==> config.mk <==
export PLATFORM = sky130hd
export DESIGN_NAME = ext_int_ctrl
export DESIGN_NICKNAME = d
export VERILOG_FILES = /design/src/rtl/intc_pkg.sv /design/src/rtl/intc_prio_enc.sv /design/src/rtl/ext_int_ctrl.sv
export SDC_FILE = /design/constraint.sdc
export NUM_CORES = 1
export LEC_CHECK = 0
export BUFFER_PORTS_ARGS = -buffer_cell sky130_fd_sc_hd__buf_4
export CORE_ASPECT_RATIO = 2
export CORE_MARGIN = 1.5
export CORE_UTILIZATION = 50
export CTS_CLUSTER_DIAMETER = 100
export DETAILED_ROUTE_END_ITERATION = 10
export PLACE_DENSITY = 0.81
export SLEW_MARGIN = 20
export SYNTH_ARGS = -nofsm -noshare
export SYNTH_HDL_FRONTEND = slang
export SYNTH_SLANG_ARGS = --single-unit
export TNS_END_PERCENT = 1
==> constraint.sdc <==
create_clock -name clock -period 5.7 [get_ports clock]
set_clock_uncertainty 0.05 [all_clocks]
set_input_delay 0.285 -clock clock [delete_from_list [all_inputs] [get_ports clock]]
set_output_delay 0.285 -clock clock [all_outputs]
set_load 0.005 [all_outputs]
==> src/rtl/intc_pkg.sv <==
// Shared constants for the machine-level external interrupt controller.
// Register offsets, claim ID width and address decode helper.
package intc_pkg;

  localparam logic [3:0] INTC_PENDING = 4'h0;
  localparam logic [3:0] INTC_ENABLE  = 4'h4;
  localparam logic [3:0] INTC_CLAIM   = 4'h8;
  localparam logic [3:0] INTC_ACTIVE  = 4'hC;

  localparam int INTC_ID_W = 5;
  localparam logic [INTC_ID_W-1:0] INTC_ID_NONE = '0;

  // Byte offsets are word aligned; the low two bits never select.
  function automatic logic [3:0] reg_sel(input logic [3:0] addr);
    return addr & 4'hC;
  endfunction

endpackage

==> src/rtl/intc_prio_enc.sv <==
// Lowest-index-wins priority encoder.
// Produces a 1-based source ID, or INTC_ID_NONE when the vector is empty.
module intc_prio_enc
  import intc_pkg::*;
#(
  parameter int NSRC = 8
) (
  input  logic [NSRC-1:0]      vec,
  output logic                 valid,
  output logic [INTC_ID_W-1:0] id
);

  assign valid = |vec;

  // Scan high to low so the lowest set bit is the last one written.
  always_comb begin
    id = INTC_ID_NONE;
    for (int i = NSRC - 1; i >= 0; i--) begin
      if (vec[i]) id = INTC_ID_W'(i + 1);
    end
  end

endmodule

==> src/rtl/ext_int_ctrl.sv <==
// External interrupt controller: edge latch, enable mask, claim/complete.
// Drives the registered int_req line toward the CSR register file.
module ext_int_ctrl
  import intc_pkg::*;
#(
  parameter int NSRC = 8
) (
  input  logic            clock,
  input  logic            reset,
  input  logic [NSRC-1:0] irq_src,
  input  logic [3:0]      mmio_addr,
  input  logic            mmio_w_en,
  input  logic [31:0]     mmio_w_data,
  input  logic            mmio_r_en,
  output logic [31:0]     mmio_r_data,
  output logic            int_req
);

  localparam logic [NSRC-1:0] ONE = NSRC'(1);

  logic [NSRC-1:0] src_q;
  logic [NSRC-1:0] pending;
  logic [NSRC-1:0] enable;
  logic [NSRC-1:0] in_service;

  logic [NSRC-1:0] pending_n;
  logic [NSRC-1:0] enable_n;
  logic [NSRC-1:0] in_service_n;
  logic [31:0]     rdata_n;

  logic [NSRC-1:0] src_edge;
  logic [NSRC-1:0] eligible;
  logic [NSRC-1:0] claim_onehot;
  logic [NSRC-1:0] clr_mask;
  logic [NSRC-1:0] done_mask;
  logic [NSRC-1:0] next_elig;
  logic [3:0]      sel;
  logic            rd_go;
  logic            wr_claim;
  logic            claim_valid;
  logic [INTC_ID_W-1:0] claim_id;
  logic            req_n;
  logic [INTC_ID_W-1:0] nxt_id_unused;

  assign src_edge     = irq_src & ~src_q;
  assign eligible     = pending & enable & ~in_service;
  assign claim_onehot = eligible & (~eligible + ONE);
  assign sel          = reg_sel(mmio_addr);
  assign rd_go        = mmio_r_en & ~mmio_w_en;
  assign wr_claim     = mmio_w_en && (sel == INTC_CLAIM);

  intc_prio_enc #(.NSRC(NSRC)) u_claim_enc (
    .vec   (eligible),
    .valid (claim_valid),
    .id    (claim_id)
  );

  // Next-state of the register file and read data for this access.
  always_comb begin
    clr_mask  = '0;
    done_mask = '0;
    rdata_n   = mmio_r_data;
    if (rd_go && sel == INTC_CLAIM && claim_valid)
      clr_mask = claim_onehot;
    for (int i = 0; i < NSRC; i++) begin
      done_mask[i] = wr_claim && in_service[i] &&
                     (mmio_w_data == 32'(i + 1));
    end
    pending_n    = (pending & ~clr_mask) | src_edge;
    in_service_n = (in_service & ~done_mask) | clr_mask;
    enable_n     = enable;
    if (mmio_w_en && sel == INTC_ENABLE)
      enable_n = mmio_w_data[NSRC-1:0];
    if (rd_go) begin
      unique case (sel)
        INTC_PENDING: rdata_n = 32'(pending);
        INTC_ENABLE:  rdata_n = 32'(enable);
        INTC_CLAIM:   rdata_n = 32'(claim_id);
        INTC_ACTIVE:  rdata_n = 32'(in_service);
        default:      rdata_n = '0;
      endcase
    end
  end

  assign next_elig = pending_n & enable_n & ~in_service_n;

  intc_prio_enc #(.NSRC(NSRC)) u_req_enc (
    .vec   (next_elig),
    .valid (req_n),
    .id    (nxt_id_unused)
  );

  // State register; reset also discards any access in the same cycle.
  always_ff @(posedge clock) begin
    if (reset) begin
      src_q       <= '0;
      pending     <= '0;
      enable      <= '0;
      in_service  <= '0;
      int_req     <= 1'b0;
      mmio_r_data <= '0;
    end else begin
      src_q       <= irq_src;
      pending     <= pending_n;
      enable      <= enable_n;
      in_service  <= in_service_n;
      int_req     <= req_n;
      mmio_r_data <= rdata_n;
    end
  end

endmodule

After elaboration in Yosys (flattened, before gate mapping)
Index checks and enable logic that the tools add are counted.

Add/sub/neg operators: 1. Eq/ne operators: 11. Multiplexer cells: 11. Bitwise operators: 18. Reductions and logical operators: 23.

Operators with widths (count): $eq 32x3->1 const B (4); $and 8x8->8 (8); $eq 32x2->1 const B (2); $not 8->8 (6); $eq 32x1->1 const B (1); $eq 32x4->1 const B (1); $mux 4 (8); $pmux 8 s4 (1); $logic_and 1x1->1 (20); $mux 8 (2); $or 8x8->8 (2); $reduce_or 8->1 (2); $add 8x1->8 const B (1); $eq 2x2->1 const B (2); $logic_not 4->1 (1); $eq 2x1->1 const B (1); $and 1x1->1 (1); $not 1->1 (1).

Register bits after elaboration: 65. Input port bits: 48.

Logic depth before layout (Yosys ltp)
Depth in word-level cells: 12. Gate-level depth with buffers: 7. Mapped depth without buffers: 6.

By module
From an unflattened synthesis, not the netlist that was laid out.

Cells, all modules: 283. Area, all modules: 2421.1 sq um.

By module, submodules not included: ext_int_ctrl (instances 1, cells an instance 251, area an instance 2220.9 sq um, sequential area each 820.8 sq um); intc_prio_enc (instances 2, cells an instance 16, area an instance 100.1 sq um, sequential area each 0.0 sq um).

Least setup slack after synthesis
Ideal clock, no wire load.

Path type: reg2reg. Start point: register in_service[0]. End point: register int_req. Data arrival time: 1.696 ns. Data required time: 5.525 ns. Slack: 3.829 ns. Cell stages (with the launch flop): 8. Path buffers: 1. Path through: dfxtp_1 and3b_1 buf_6 and4bb_4 a211oi_2 a32oi_1 o32ai_1 o41a_1.

Longest elaborated chain between the ends: 12.

RTL lines: from (decl) (RTL line ext_int_ctrl.sv:24) `logic [NSRC-1:0] in_service;`; from (signal assigned) (RTL line ext_int_ctrl.sv:106) `in_service <= in_service_n;`; $not 8->8 (RTL line ext_int_ctrl.sv:46) `assign eligible = pending & enable & ~in_service;`; $and 8x8->8 (RTL line ext_int_ctrl.sv:46); $not 8->8 (RTL line ext_int_ctrl.sv:47) `assign claim_onehot = eligible & (~eligible + ONE);`; $add 8x1->8 (RTL line ext_int_ctrl.sv:47); $and 8x8->8 (RTL line ext_int_ctrl.sv:47); $mux 8 (RTL line ext_int_ctrl.sv:63) `if (rd_go && sel == INTC_CLAIM && claim_valid)`; $not 8->8 (RTL line ext_int_ctrl.sv:69) `pending_n = (pending & ~clr_mask) | src_edge;`; $and 8x8->8 (RTL line ext_int_ctrl.sv:69); $or 8x8->8 (RTL line ext_int_ctrl.sv:69); $and 8x8->8 (RTL line ext_int_ctrl.sv:85) `assign next_elig = pending_n & enable_n & ~in_service_n;`; $and 8x8->8 * (RTL line ext_int_ctrl.sv:85); $reduce_or 8->1 * (RTL line intc_prio_enc.sv:13) `assign valid = |vec;`; to (signal assigned) (RTL line ext_int_ctrl.sv:107) `int_req <= req_n;`; to (decl) (RTL line ext_int_ctrl.sv:16) `output logic int_req`.

Every way passes the cells marked *; elsewhere a longest branch is shown, timed or not. A chain may end at the register's enable or synchronous reset.

Worst setup path in the final report
Start point: input port mmio_addr[3]. End point: register int_req.

Longest elaborated chain between the ends: 10.

RTL lines: from (decl) (RTL line ext_int_ctrl.sv:11) `input logic [3:0] mmio_addr,`; $eq 2x2->1 (RTL line ext_int_ctrl.sv:50, ext_int_ctrl.sv:63); $logic_and 1x1->1, on equally long branches (RTL line ext_int_ctrl.sv:63, ext_int_ctrl.sv:50); $logic_and 1x1->1, on equally long branches (RTL line ext_int_ctrl.sv:63, ext_int_ctrl.sv:66); $mux 8 / $logic_and 1x1->1 (equally long branches) (RTL line ext_int_ctrl.sv:63, ext_int_ctrl.sv:66); $not 8->8, on equally long branches (RTL line ext_int_ctrl.sv:69, ext_int_ctrl.sv:70); $and 8x8->8, on equally long branches (RTL line ext_int_ctrl.sv:69, ext_int_ctrl.sv:70); $or 8x8->8, on equally long branches (RTL line ext_int_ctrl.sv:69, ext_int_ctrl.sv:70); $and 8x8->8 / $not 8->8 (equally long branches) (RTL line ext_int_ctrl.sv:85); $and 8x8->8 * (RTL line ext_int_ctrl.sv:85); $reduce_or 8->1 * (RTL line intc_prio_enc.sv:13).

Marks and branches as above.

==> results.cfg <==
[routing]
viasPerCell = 5.677
initialDrtViolationCount = 73
vias = 2106
antenna_left = 0
drcViolationCount = 0
post_drt_wl_per_cell_um = 16.18
wl_mm = 6.002
firstDrtPassIters = 4

[logic_synthesis]
yosysTopAreaCell = dfxtp_1
synth_top_family_by_area = simple AND/OR/NAND/NOR gates
synthMuxAreaShare_pct = 6.726
synthFlopType = dfxtp_1
syn_area_per_cell_sq_um = 8.360
synth-simple-area-share_pct = 26.74
ys_ff_latch = 41
ys_seq_area_share_pct = 36.77
synth_top_area_share_pct = 36.77
synth_fa_ha_area_share_pct = 0
async_reset_ff_share_pct = 0
ys_top_cells_by_area = dfxtp_1 (37%), buf_4 (8.1%), nor2_1 (5.5%), nor2b_1 (4.5%), a21oi_1 (4.0%)
synth.distinct_cells = 48
synth_edf_count = 0
synth_area_sq_mm = 0.002232
ys_warn_count = 0
syn-instance-count = 267
synth-compound-area-share_pct = 18.27
synth_xor_xnor_area_share_pct = 0

[final_layout]
nets = 366
final.fill_count = 413
layout.cells.non_filler = 371
final_util_pct = 61.50
finalInstanceArea_sq_mm = 0.002643
area_growth_pct = 18.39
drive_gt1_share_pct = 23.34
antenna_cells = 0

[flow_run]
maxCapViolations = 0

[outcome]
status = finished clean

[hold_path]
hold-path-endpoint = src_q[6]
whs_path_depth = 2
hp-class = input pin to flip-flop
hold_start = irq_src[6]

[clock_network]
insertion_delay_ns = 0.30
cts_buffer_depth = 2
cts-resized-gates = 0
htreeDepth = 2
root_buffer = clkbuf_8
cts.clk_slew.worst_paths_ns = 0.07
cts_tree = yes
postCtsSetupBuffers = 0
numCtsBuffers = 5
cts_hold_buf = 0
cts_sinks = 41

[power]
power_leakage_nw = 1.155
power_mw = 0.5774
vdd_drop_max_mv = 0.1784
power.density_mw_per_mm2 = 218.5

[worst_setup_path]
end_kind = flip-flop
r2r_slack_ns = 3.58
rr_worst_depth = 6
worst-path-buf-inv = 1
cp-start-kind = input pin
critical_path_arrival_ns = 2.33
crit_family = compound AO/OA/AOI/OAI gates
worstReg2RegEnd = int_req
cp_max_fo = 13
slowest_delay_ns = 0.55
path_cells = buf_4, nand3b_1, mux2i_1, a211oi_2, a32oi_1, o32ai_1, o41a_1
crit_slowest_cell = nand3b_1
crit-reg2reg-launch = in_service[0]
required_ns = 5.83
worstSetupPathType = input pin to flip-flop

[timing]
grt_setup_unrepaired = no
clock.fmax_mhz = 455.2
setup_viol = 0
finalHoldViolCount = 0
final-max-slew-violation-count = 0
worst_pin_slew_ns = 0.6686
relSlewSlack_pct = 55.26
timing.final.crit_period_ns = 2.197
fin_crit_sh_pct = 38.54
setup_tns_ns = 0

[floorplan]
dieArea_sq_mm = 0.004898
fp.dieW_um = 50.25
die_h_um = 97.49
start_util_pct = 51.95
fp-row-count = 34
fp.coreArea_sq_mm = 0.004297
io_pins = 81

[grt]
gr-total-overflow = 0
grt_max_degree = 37
grtUsageTotal_pct = 26.21
grt_pass1_vias = 2085
antenna_found_initial = 0
grt_pass1_wl_mm = 9.715

[placement]
dpl.hpwl_mm = 4.653
routabilityCongestion = 0.9293
port_buffers = 54
placed_cell_area_sq_mm = 0.002569
dp.cells = 365
[registers in the layout (all words and copies together) (netlist names)]
signal / cells
pending: 8
int_req: 1
enable: 8
in_service: 8
src_q: 8
mmio_r_data: 8
[Yosys cell counts (2+ instances only)]
master	n
nor4b_1	2
a221oi_1	7
o211ai_1	2
and2_1	2
nor3_1	10
inv_1	8
nor2b_1	16
o21a_1	3
mux2i_1	6
nand4_1	3
nand2_1	16
dfxtp_1	41
nand3b_1	4
mux2_2	8
o21ai_0	11
o41ai_1	2
nor2_1	33
nand2b_1	5
a21oi_1	18
a211oi_1	3
buf_4	24
clkbuf_1	5
nand3_1	3
o41a_1	2
buf_1	2
and3b_1	3
nor4_1	7
[cell type report]
type | instances | area, sq um | share of cell area (%)
multi-input cells | 208 | 1245 | 47.11
well taps | 54 | 67.56 | 2.557
clock buffers | 5 | 68.82 | 2.604
repair buffers | 54 | 405.4 | 15.34
inverters | 8 | 30.03 | 1.136
flip-flops and latches | 41 | 820.8 | 31.06
clock inverters | 1 | 5.005 | 0.1894
[report_power, final]
part	internal (mW)	leakage (nW)	switching, mW
Combinational	0.0461	0.778	0.0465
Sequential	0.300	0.337	0.00937
Clock	0.0805	0.0399	0.0949
Total	0.427	1.15	0.151
[how the worst max path moves through the flow]
stage / from / end / slack, ns / cells after the start
6_report: mmio_addr[3] / int_req / 3.50 / 7
5_1_grt: mmio_addr[3] / int_req / 3.41 / 7
4_1_cts: mmio_addr[3] / int_req / 3.49 / 7
3_5_place_dp: mmio_addr[3] / int_req / 3.20 / 7
3_3_place_gp: mmio_addr[3] / int_req / 3.13 / 7
2_1_floorplan: in_service[0] / int_req / 3.83 / 7
[cells by family (layout without fill, tap and decap cells)]
kind of cell    Yosys count  count (layout)
mux                      14              14
buf+inv                  41              68
simple gates            111             111
flops                    41              41
compound gates           59              59
other cells               1              24
[layout by cell type (no fill, tap or decap), types with 2 or more instances in the layout]
master / count
and2_1: 2
o21ai_0: 11
o41a_1: 2
nor2_1: 33
o41ai_1: 2
nor2b_1: 16
nand2_1: 16
nor4b_1: 2
clkbuf_8: 5
a211oi_1: 3
nor3_1: 10
nand2b_1: 5
a221oi_1: 7
mux2_2: 8
nand3b_1: 4
dfxtp_1: 41
and3b_1: 3
nand4_1: 3
buf_4: 54
a21oi_1: 18
o21a_1: 3
inv_1: 8
nand3_1: 3
mux2i_1: 6
o211ai_1: 2
nor4_1: 7
conb_1: 24
[metal layers]
layer / GRT usage (%) / vias to the layer above / wire [um]
li1: - / 1014 / -
met1: 25.32 / 953 / 1947
met2: 47.37 / 115 / 3309
met3: 5.077 / 24 / 420
met4: 17.52 / 0 / 324
met5: 0 / - / 0
[worst reg2reg max path, cell delays in order (launching register included)]
cell	delay, ns
dfxtp_1	0.36
and3b_1	0.24
and4bb_4	0.41
nand2_1	0.14
a32oi_1	0.25
o32ai_1	0.13
o41a_1	0.42
[through the flow]
step                setup slack [ns]  hold WS [ns]
floorplan                      3.829        0.3632
global placement               3.128        0.4377
detailed placement             3.201        0.4441
CTS                            3.494        0.1529
global route                   3.408        0.1575
finish                         3.503        0.1519
Power figures use the tool's default switching activity.
